[src/rtl/imm_decode_stage_if.sv]
// rtl/imm_decode_stage_if.sv - fetch-side and register-read-side handshake bundle for the decode stage
interface imm_decode_stage_if #(
    parameter int XLEN = 32
);
    logic            in_valid;
    logic            in_ready;
    logic [31:0]     in_inst;
    logic            out_valid;
    logic            out_ready;
    logic [31:0]     out_inst;
    logic [3:0]      out_type;
    logic [XLEN-1:0] out_immed;
    logic            out_illegal;

    // The decode stage itself
    modport slave (
        input  in_valid, in_inst, out_ready,
        output in_ready, out_valid, out_inst, out_type, out_immed, out_illegal
    );

    // Whoever feeds instructions in and drains decoded entries
    modport master (
        output in_valid, in_inst, out_ready,
        input  in_ready, out_valid, out_inst, out_type, out_immed, out_illegal
    );
endinterface

[src/rtl/imm_decode_stage.sv]
// rtl/imm_decode_stage.sv - registered RV32/RV64 opcode classify and immediate decode with 2-entry skid buffer
module imm_decode_stage #(
    parameter int XLEN = 32
) (
    input logic              clk,
    input logic              rst,
    input logic              flush,
    imm_decode_stage_if.slave bus
);

    typedef enum logic [3:0] {
        T_LOAD    = 4'd0,
        T_OPIMM   = 4'd1,
        T_STORE   = 4'd2,
        T_REG     = 4'd3,
        T_LUI     = 4'd4,
        T_AUIPC   = 4'd5,
        T_BRANCH  = 4'd6,
        T_JALR    = 4'd7,
        T_JAL     = 4'd8,
        T_SYSTEM  = 4'd9,
        T_ILLEGAL = 4'd15
    } inst_type_e;

    typedef struct packed {
        logic [31:0]     inst;
        logic [3:0]      typ;
        logic [XLEN-1:0] imm;
        logic            ill;
    } entry_t;

    // Head is always the oldest entry and directly drives the outputs; tail holds the second one.
    logic [1:0] r_count;
    entry_t     r_head;
    entry_t     r_tail;

    logic       w_accept;
    logic       w_pop;
    logic [31:0] w_raw;
    logic        w_sext;
    inst_type_e  w_type;
    entry_t      w_new;

    assign bus.in_ready    = (r_count != 2'd2);
    assign bus.out_valid   = (r_count != 2'd0);
    assign bus.out_inst    = r_head.inst;
    assign bus.out_type    = r_head.typ;
    assign bus.out_immed   = r_head.imm;
    assign bus.out_illegal = r_head.ill;

    assign w_accept = bus.in_valid & bus.in_ready;
    assign w_pop    = bus.out_valid & bus.out_ready;

    // Classify the incoming word and build a 32-bit immediate plus whether it extends as signed.
    always_comb begin
        w_type = T_ILLEGAL;
        w_raw  = 32'd0;
        w_sext = 1'b0;
        if (bus.in_inst[1:0] == 2'b11) begin
            unique case (bus.in_inst[6:0])
                7'b0000011: begin
                    w_type = T_LOAD;
                    w_raw  = {{20{bus.in_inst[31]}}, bus.in_inst[31:20]};
                    w_sext = 1'b1;
                end
                7'b0010011: begin
                    w_type = T_OPIMM;
                    if (bus.in_inst[13:12] == 2'b01) begin
                        // slli/srli/srai: only the shift amount survives, funct7 is dropped
                        if (XLEN == 32) w_raw = {27'd0, bus.in_inst[24:20]};
                        else            w_raw = {26'd0, bus.in_inst[25:20]};
                    end else begin
                        w_raw  = {{20{bus.in_inst[31]}}, bus.in_inst[31:20]};
                        w_sext = 1'b1;
                    end
                end
                7'b0100011: begin
                    w_type = T_STORE;
                    w_raw  = {{20{bus.in_inst[31]}}, bus.in_inst[31:25], bus.in_inst[11:7]};
                    w_sext = 1'b1;
                end
                7'b0110011: w_type = T_REG;
                7'b0110111: begin
                    w_type = T_LUI;
                    w_raw  = {bus.in_inst[31:12], 12'd0};
                    w_sext = 1'b1;
                end
                7'b0010111: begin
                    w_type = T_AUIPC;
                    w_raw  = {bus.in_inst[31:12], 12'd0};
                    w_sext = 1'b1;
                end
                7'b1100011: begin
                    w_type = T_BRANCH;
                    w_raw  = {{19{bus.in_inst[31]}}, bus.in_inst[31], bus.in_inst[7],
                              bus.in_inst[30:25], bus.in_inst[11:8], 1'b0};
                    w_sext = 1'b1;
                end
                7'b1100111: begin
                    w_type = T_JALR;
                    w_raw  = {{20{bus.in_inst[31]}}, bus.in_inst[31:20]};
                    w_sext = 1'b1;
                end
                7'b1101111: begin
                    w_type = T_JAL;
                    w_raw  = {{11{bus.in_inst[31]}}, bus.in_inst[31], bus.in_inst[19:12],
                              bus.in_inst[20], bus.in_inst[30:21], 1'b0};
                    w_sext = 1'b1;
                end
                7'b1110011: begin
                    w_type = T_SYSTEM;
                    // funct3[2] selects the zimm CSR forms; otherwise expose the CSR address
                    if (bus.in_inst[14]) w_raw = {27'd0, bus.in_inst[19:15]};
                    else                 w_raw = {20'd0, bus.in_inst[31:20]};
                end
                default: w_type = T_ILLEGAL;
            endcase
        end
    end

    // Package the decoded instruction as a buffer entry, widening the immediate to XLEN.
    always_comb begin
        w_new.inst = bus.in_inst;
        w_new.typ  = w_type;
        w_new.imm  = w_sext ? XLEN'($signed(w_raw)) : XLEN'(w_raw);
        w_new.ill  = (w_type == T_ILLEGAL);
    end

    // Skid-buffer bookkeeping: flush wins over any same-cycle accept or pop.
    always_ff @(posedge clk) begin
        if (rst || flush) begin
            r_count <= 2'd0;
            r_head  <= '0;
            r_tail  <= '0;
        end else begin
            if (w_pop) begin
                if (r_count == 2'd2) r_head <= r_tail;
                else if (w_accept)   r_head <= w_new;
            end else if (w_accept) begin
                if (r_count == 2'd0) r_head <= w_new;
                else                 r_tail <= w_new;
            end
            r_count <= r_count + {1'b0, w_accept} - {1'b0, w_pop};
        end
    end

endmodule
[src/flat_wrapper.sv]
// flat-port wrapper written by rule: the top's interface ports become plain ports
module imm_decode_stage_flat 
#(
    parameter int XLEN = 32
)
  (clk, rst, flush, bus_in_valid, bus_in_inst, bus_out_ready, bus_in_ready, bus_out_valid, bus_out_inst, bus_out_type, bus_out_immed, bus_out_illegal);
  imm_decode_stage_if #(.XLEN(XLEN)) bus_i ();
  input logic clk;
  input logic rst;
  input logic flush;
  input wire logic [$bits(bus_i.in_valid)-1:0] bus_in_valid;
  input wire logic [$bits(bus_i.in_inst)-1:0] bus_in_inst;
  input wire logic [$bits(bus_i.out_ready)-1:0] bus_out_ready;
  output wire logic [$bits(bus_i.in_ready)-1:0] bus_in_ready;
  output wire logic [$bits(bus_i.out_valid)-1:0] bus_out_valid;
  output wire logic [$bits(bus_i.out_inst)-1:0] bus_out_inst;
  output wire logic [$bits(bus_i.out_type)-1:0] bus_out_type;
  output wire logic [$bits(bus_i.out_immed)-1:0] bus_out_immed;
  output wire logic [$bits(bus_i.out_illegal)-1:0] bus_out_illegal;
  assign bus_i.in_valid = bus_in_valid;
  assign bus_i.in_inst = bus_in_inst;
  assign bus_i.out_ready = bus_out_ready;
  assign bus_in_ready = bus_i.in_ready;
  assign bus_out_valid = bus_i.out_valid;
  assign bus_out_inst = bus_i.out_inst;
  assign bus_out_type = bus_i.out_type;
  assign bus_out_immed = bus_i.out_immed;
  assign bus_out_illegal = bus_i.out_illegal;
  imm_decode_stage #(.XLEN(XLEN)) u_core (.clk(clk), .rst(rst), .flush(flush), .bus(bus_i));
endmodule
[config.mk]
export PLATFORM = sky130hd
export DESIGN_NAME = imm_decode_stage_flat
export DESIGN_NICKNAME = d
export VERILOG_FILES = /design/src/rtl/imm_decode_stage_if.sv /design/src/rtl/imm_decode_stage.sv /design/src/flat_wrapper.sv
export SDC_FILE = /design/constraint.sdc
export NUM_CORES = 1
export LEC_CHECK = 0
export ABC_AREA = 1
export CORE_ASPECT_RATIO = 0.8
export CORE_MARGIN = 2
export CORE_UTILIZATION = 58
export DETAILED_ROUTE_END_ITERATION = 8
export PLACE_DENSITY = 0.85
export REMOVE_ABC_BUFFERS = 1
export SLEW_MARGIN = 20
export SYNTH_ARGS = -nofsm -noshare
export SYNTH_HDL_FRONTEND = slang
export SYNTH_SLANG_ARGS = --single-unit
[constraint.sdc]
create_clock -name clk -period 4.1 [get_ports clk]
set_input_delay 0.82 -clock clk [delete_from_list [all_inputs] [get_ports clk]]
set_output_delay 0.82 -clock clk [all_outputs]
set_load 0.02 [all_outputs]
==> results of run 1 <==
## sequential cells by signal, indices dropped and copies added (netlist names)
register and cells:
u_core.bus.out_illegal 1, u_core.r_tail 69, u_core.bus.out_type 4, u_core.bus.out_immed 32
u_core.bus.out_inst 32, u_core.r_count 2
## worst max-delay path, cell delays in order
cell and delay [ps]:
clkdlybuf4s50_1 540, inv_2 50, nor2_1 430, nor2_1 80, nand3_1 130, nand2_2 310
nor2_1 270, nand3_1 110, o211ai_1 110, inv_1 60
## per-stage QoR
| stage | setup TNS [ps] | hold slack (ps) | setup slack, ps |
|---|---|---|---|
| 6_report | 0 | 463 | 1510 |
| 5_1_grt | 0 | 482 | 1290 |
| 4_1_cts | 0 | 462 | 1530 |
| 3_5_place_dp | 0 | 452 | 1110 |
| 3_3_place_gp | 0 | 449 | 1190 |
| 2_1_floorplan | -35360 | 442 | -912 |
## cell usage after synthesis, drive strengths merged
master / number
o2111a: 1
buf: 28
dfxtp: 140
o211ai: 21
a21oi: 127
nand3: 75
ha: 2
a41oi: 8
nor2: 173
nand4: 20
xor2: 1
o21ai: 106
clkbuf: 38
inv: 77
nand2: 172
## layer usage
metal,routed length [um],up-vias,GRT usage
li1,-,3441,-
met1,8380,3259,0.417
met3,1830,32,0.0586
met4,303,0,0.103
met5,0,-,0
met2,8770,356,0.485
## logic make-up after synthesis
group                    Yosys count  synth area share
flip-flops                       140             0.402
buffers and inverters            143            0.0880
AND/OR/NAND/NOR                  440             0.294
XOR/XNOR                           1           0.00126
adder cells (fa/ha/maj)            2           0.00359
AO/OA/AOI/OAI                    263             0.211
## power by group through the flow
| stage | Sequential [uW] | Combinational, uW | Clock (uW) |
|---|---|---|---|
| 6_report | 1420 | 437 | 1630 |
| 5_1_grt | 1420 | 479 | 1690 |
| 4_1_cts | 1420 | 433 | 1630 |
| 3_5_place_dp | 1450 | 429 | 0 |
| 3_3_place_gp | 1450 | 422 | 0 |
| 2_1_floorplan | 1480 | 215 | 0 |
## path summary, 6_finish.rpt
path | from | to | cells past startpoint
min | u_core.r_tail[39] | u_core.bus.out_inst[2] | 2
max reg2reg | u_core.r_count[1] | u_core.bus.out_immed[4] | 10
min reg2reg | u_core.r_tail[39] | u_core.bus.out_inst[2] | 2
max | bus_in_inst[12] | u_core.r_tail[21] | 10
## cell type report
class | count | area (um2)
repair buffers | 122 | 1200
fillers | 883 | 2950
clock inverters | 14 | 181
well taps | 148 | 185
clock buffers | 18 | 439
inverters | 77 | 292
flip-flops and latches | 140 | 2800
multi-input cells | 706 | 3560
==> impl_metrics.tcl, run 1 <==
set metrics [dict create \
    ir_drop_v 0.000263 \
    p_switching_uw 942 \
    min_period_ps 2590 \
    maxCapViolCount 0 \
    cts.path.max_buffers 2 \
    first_global_vias 6384 \
    worst_pin_slew_ps 788 \
    clk_latency_ps 430 \
    hold_buffers 0 \
    drt_iter0_markers 794 \
    status "complete, no violations" \
    grt_max_degree 62 \
    drv_slew 0 \
    fin_area_um2 8660 \
    start_util 0.601 \
    fin_nets 1103 \
    drt_pass1_iterations 5 \
    finClkSkew_ps 7.41 \
    cts_made_buffers 17 \
    p_seq_frac 0.407 \
    avgRoutedWirePerCell_um 15.7 \
    cts.sinks 140 \
    routed_via_density 5.79 \
    grt_util_all_layers 0.303 \
    io_pins 108 \
    ant_nets 0 \
    swShare 0.270 \
    final_cell_mix "nand2_1, nor2_1, dfxtp_1" \
    path_class "input port to register" \
    critPathMaxFanout 12 \
    yosysSeqAreaShare 0.402 \
    ys_warn_count 0 \
    grt_pass1_wl_mm 31.8 \
    clk_pin_slew_ps 60 \
    slew_headroom 0.473 \
    rows 35 \
    vias 7088 \
    antenna_found_initial 0 \
    h-tree-depth 4 \
    worst-r2r-setup-slack_ps 2040 \
    final_util 0.746 \
    gr-total-overflow 0 \
    postPlaceCellArea_um2 8040 \
    p_total_uw 3480 \
    synth.distinct_cells 33 \
    p_leak_uw 0.00377 \
    drc_errors 0 \
    pwr_density_cell_nw_per_um2 402 \
    numPortBuffers 107 \
    dp_cells 1193 \
    postCtsSetupBuffers 0 \
    worstSetupEndpointType "register" \
    period_share 0.632 \
    fp.coreArea_um2 11600 \
    diodes 0 \
    p_int_uw 2540 \
    layout_commonest_cell "nand2_1" \
    synth_top_area_share 0.402 \
    synth_area_um2 6970 \
    setup_viol 0 \
    rsz0062_at_grt "no" \
    yosys.area.top_type "dfxtp_1" \
    hold_viol_final 0 \
    dp_hpwl_mm 11.9 \
    final_cell_count_no_fill 1225 \
    synth_area_leaders "dfxtp_1, nand2_1, a21oi_1" \
    cts_root_buf "clkbuf_16" \
    required_ps 4420 \
    tritoncts "yes" \
    drt_wl_total_mm 19.3 \
    fp.dieH_um 102 \
    clock_power_share 0.467 \
    syn_inst 989 \
    areaGrowthSynthToFinish_pct 24.3 \
    fmax_mhz 386 \
    layout-drive-gt1-share 0.111 \
    hp-class "register to register" \
    cp_data_arrival_time_ps 2910 \
    ys_seq_elements 140 \
    crit_path_start_kind "input port" \
    avgSynthCellArea_um2 7.05 \
    die_w_um 127 \
    die_area_um2 12900 \
    globalplace.congestion 0.924 \
    combPwrFrac 0.125 \
    cts_resized 0 \
]
(Power assumes the default switching activity.)
==> inputs of run 2 (changes only) <==
Settings changed: CORE_UTILIZATION 58 to 54, PLACE_DENSITY 0.85 to 0.8.
Clock period 4.1 ns to 2.4 ns, I/O delays scaled along.
==> impl_metrics.tcl, run 2 (synthesized netlist as in run 1, its figures left out) <==
set metrics [dict create \
    ant_nets 0 \
    cts_made_buffers 17 \
    path_class "register to output pin" \
    fin_area_um2 8950 \
    final_cell_count_no_fill 1278 \
    slew_headroom 0.684 \
    required_ps 1920 \
    areaGrowthSynthToFinish_pct 28.5 \
    tritoncts "yes" \
    start_util 0.547 \
    worst_pin_slew_ps 474 \
    setup_viol 0 \
    final_cell_mix "nand2_1, nor2_1, dfxtp_1" \
    cts.sinks 140 \
    dp_hpwl_mm 12.7 \
    maxCapViolCount 0 \
    worst-r2r-setup-slack_ps 670 \
    drv_slew 0 \
    antenna_found_initial 0 \
    die_area_um2 13800 \
    min_period_ps 2030 \
    final_util 0.703 \
    grt_pass1_wl_mm 32.3 \
    routed_via_density 5.57 \
    regToRegStartpoint "u_core.r_count[0]" \
    fillers 1058 \
    vias 7116 \
    cp_data_arrival_time_ps 1550 \
    hold-path-cell-count 2 \
    fmax_mhz 492 \
    dp_cells 1247 \
    cts_root_buf "clkbuf_16" \
    finClkSkew_ps 7.35 \
    slowest_stage "clkdlybuf4s50_1" \
    max_stage_delay_ps 630 \
    largest_reg_flops 69 \
    pwr_density_cell_nw_per_um2 665 \
    postPlaceCellArea_um2 8340 \
    layout_commonest_cell "nand2_1" \
    drt_iter0_markers 704 \
    fp.dieH_um 106 \
    hold_buffers 0 \
    grt_max_degree 63 \
    hold_ws_ps 457 \
    numPortBuffers 107 \
    drc_errors 0 \
    worstHoldStart "u_core.r_tail[61]" \
    clk_latency_ps 430 \
    p_leak_uw 0.00391 \
    registers.top_by_ff_count "u_core.r_tail" \
    worstSetupEndpointType "output pin" \
    diodes 0 \
    hold_end "u_core.bus.out_inst[24]" \
    ir_drop_v 0.000517 \
    fp.coreArea_um2 12700 \
    path_cells "inv_2 -> nand2_2 -> clkdlybuf4s50_1" \
    rsz0062_at_grt "no" \
    cts_resized 0 \
    period_share 0.847 \
    critPathMaxFanout 4 \
    hp-class "register to register" \
    rows 37 \
    rr_worst_depth 10 \
    drt_pass1_iterations 7 \
    hold_viol_final 0 \
    postCtsSetupBuffers 0 \
    gr-total-overflow 0 \
    avgRoutedWirePerCell_um 15.3 \
    status "complete, no violations" \
    io_pins 108 \
    timing.rr.end "u_core.r_tail[24]" \
    first_global_vias 6635 \
    cts.path.max_buffers 2 \
    fin_setup_tns_ps 0 \
    h-tree-depth 4 \
    grt_util_all_layers 0.293 \
    crit_path_start_kind "register" \
    clk_pin_slew_ps 60 \
    globalplace.congestion 0.880 \
    drt_wl_total_mm 19.6 \
    die_w_um 131 \
    layout-drive-gt1-share 0.132 \
    fin_nets 1130 \
]
[run 2: where the power goes]
part,leakage [uW],switching (uW),total [uW],internal [uW]
sequential,0.00113,35.0,2430,2390
clock,0.000296,1050,2750,1690
combinational,0.00248,483,781,299
[run 2: layout make-up]
cell class / count / area [um2] / share of cell area
Clock buffer: 19 / 453 / 0.0506
Clock inverter: 12 / 163 / 0.0182
Inverter: 77 / 292 / 0.0326
Multi-Input combinational cell: 706 / 3560 / 0.398
Sequential cell: 140 / 2800 / 0.313
Tap cell: 175 / 219 / 0.0245
Timing Repair Buffer: 149 / 1460 / 0.163
[run 2: worst max-delay path, delay by kind of cell, from the launching register on]
kind	cells	cell delay (ps)
AND/OR/NAND/NOR	1	130
flip-flops	1	320
buffers and inverters	2	680
[run 2: how the worst max path moves through the flow]
stage | startpoint | endpoint | slack, ps | cells after the start
6_report | u_core.r_count[0] | bus_in_ready | 370 | 3
5_1_grt | u_core.r_count[0] | bus_in_ready | 290 | 3
4_1_cts | u_core.r_count[0] | bus_in_ready | 360 | 3
3_5_place_dp | bus_in_inst[0] | u_core.bus.out_immed[28] | 40 | 10
3_3_place_gp | bus_in_inst[1] | u_core.bus.out_immed[20] | 100 | 10
2_1_floorplan | rst | u_core.r_tail[2] | -2270 | 5
[run 2: metrics by stage]
stage / total power [uW] / setup slack [ps]
2_1_floorplan: 2890 / -2270
5_1_grt: 6160 / 292
3_3_place_gp: 3230 / 101
3_5_place_dp: 3240 / 44.9
4_1_cts: 5960 / 360
6_report: 5950 / 367
[run 2: routing by layer]
metal / GRT usage / vias to the layer above / part of all wire
met4: 0.114 / 0 / 0.017
met1: 0.409 / 3273 / 0.44
met2: 0.457 / 333 / 0.46
met5: 0 / - / 0
li1: - / 3477 / -
met3: 0.0431 / 33 / 0.080
==> inputs of run 3 (changes only) <==
Clock period 2.4 ns to 2.11 ns, I/O delays scaled along.
==> impl_metrics.tcl, run 3 (synthesized netlist as in run 1, its figures left out) <==
set metrics [dict create \
    status "complete, no violations" \
    final_util 0.723 \
    cts_resized 0 \
    dp_hpwl_mm 13.0 \
    rsz0062_at_grt "no" \
    required_ps 1690 \
    finClkSkew_ps 5.57 \
    critPathMaxFanout 4 \
    clk_latency_ps 420 \
    antenna_found_initial 0 \
    registers.top_by_ff_count "u_core.r_tail" \
    gr-total-overflow 0 \
    routed_via_density 5.58 \
    fmax_mhz 506 \
    fin_nets 1158 \
    worst_pin_slew_ps 385 \
    worstSetupEndpointType "output pin" \
    areaGrowthSynthToFinish_pct 32.1 \
    grt_pass1_wl_mm 32.8 \
    fin_area_um2 9210 \
    first_global_vias 6781 \
    rows 37 \
    cts.path.max_buffers 2 \
    cts_made_buffers 17 \
    globalplace.congestion 0.918 \
    slew_headroom 0.743 \
    min_period_ps 1980 \
    path_class "register to output pin" \
    final_cell_mix "nand2_1, nor2_1, dfxtp_1" \
    crit_path_start_kind "register" \
    fp.coreArea_um2 12700 \
    die_w_um 131 \
    drt_iter0_markers 629 \
    layout_setup_ws_ps 132 \
    numPortBuffers 107 \
    drc_errors 0 \
    fillers 990 \
    io_pins 108 \
    start_util 0.547 \
    largest_reg_flops 69 \
    layout-drive-gt1-share 0.154 \
    die_area_um2 13800 \
    ant_nets 0 \
    drt_pass1_iterations 5 \
    postPlaceCellArea_um2 8620 \
    grt_max_degree 53 \
    pwr_density_cell_nw_per_um2 727 \
    fin_setup_tns_ps 0 \
    ir_drop_v 0.000561 \
    p_leak_uw 0.00405 \
    fp.dieH_um 106 \
    avgRoutedWirePerCell_um 15.3 \
    hold_viol_final 0 \
    clk_pin_slew_ps 60 \
    dp_cells 1275 \
    postCtsSetupBuffers 0 \
    hp-class "register to register" \
    grt_util_all_layers 0.294 \
    cts_root_buf "clkbuf_16" \
    final_cell_count_no_fill 1307 \
    drv_slew 0 \
    pre_cts_ws_ps -137 \
    drt_wl_total_mm 20.0 \
    maxCapViolCount 0 \
    layout_commonest_cell "nand2_1" \
    vias 7292 \
    cts.sinks 140 \
    tritoncts "yes" \
    cp_data_arrival_time_ps 1560 \
    period_share 0.937 \
    hold_buffers 0 \
    diodes 0 \
    h-tree-depth 4 \
    setup_viol 0 \
]
==> run 3: cell types whose count changed in the layout (fill, tap and decap cells not counted) <==
| cell | previous run | this run |
|---|---|---|
| clkinv_2 | 1 | 3 |
| buf_12 | 6 | 12 |
| buf_4 | 36 | 58 |
| clkinv_4 | 4 | 2 |
| clkinvlp_4 | 2 | 4 |
| bufinv_16 | 3 | 2 |
| clkbuf_1 | 0 | 1 |
| inv_8 | 0 | 1 |
| inv_6 | 2 | 1 |
| clkbuf_8 | 2 | 1 |
==> run 3: final cells by class <==
class	instances	area, um2	area share
multi-input cells	706	3560	0.387
flip-flops and latches	140	2800	0.304
repair buffers	177	1750	0.190
clock buffers	19	443	0.0481
inverters	77	292	0.0317
well taps	175	219	0.0238
clock inverters	13	143	0.0155
==> run 3: per-stage QoR <==
step,hold WS (ps),power (uW)
floorplan,442,3280
global placement,451,3720
detailed placement,449,3740
CTS,462,6690
global route,478,6910
finish,462,6700
==> run 3: metal layers <==
metal | global-route usage | part of all wire
met2 | 0.474 | 0.47
met1 | 0.399 | 0.44
met4 | 0.0988 | 0.019
met3 | 0.0477 | 0.070
met5 | 0 | 0
==> run 3: path summary, 6_finish.rpt <==
check,startpoint,end,slack (ps),cells after the start
max,u_core.r_count[1],bus_in_ready,130,2
min,u_core.r_tail[43],u_core.bus.out_inst[6],460,2
max reg2reg,u_core.r_count[1],u_core.r_tail[13],480,8
min reg2reg,u_core.r_tail[43],u_core.bus.out_inst[6],460,2
==> run 3: where the power goes <==
group	internal, uW	switching (uW)	total (uW)
Clock	1780	1220	3000
Sequential	2720	39.8	2760
Combinational	376	567	943
Total	4870	1820	6700
==> run 3: worst max-delay path, cell delays in order (launching register included) <==
cell and delay (ps):
dfxtp_1 350, nand2_2 160, clkdlybuf4s50_1 630
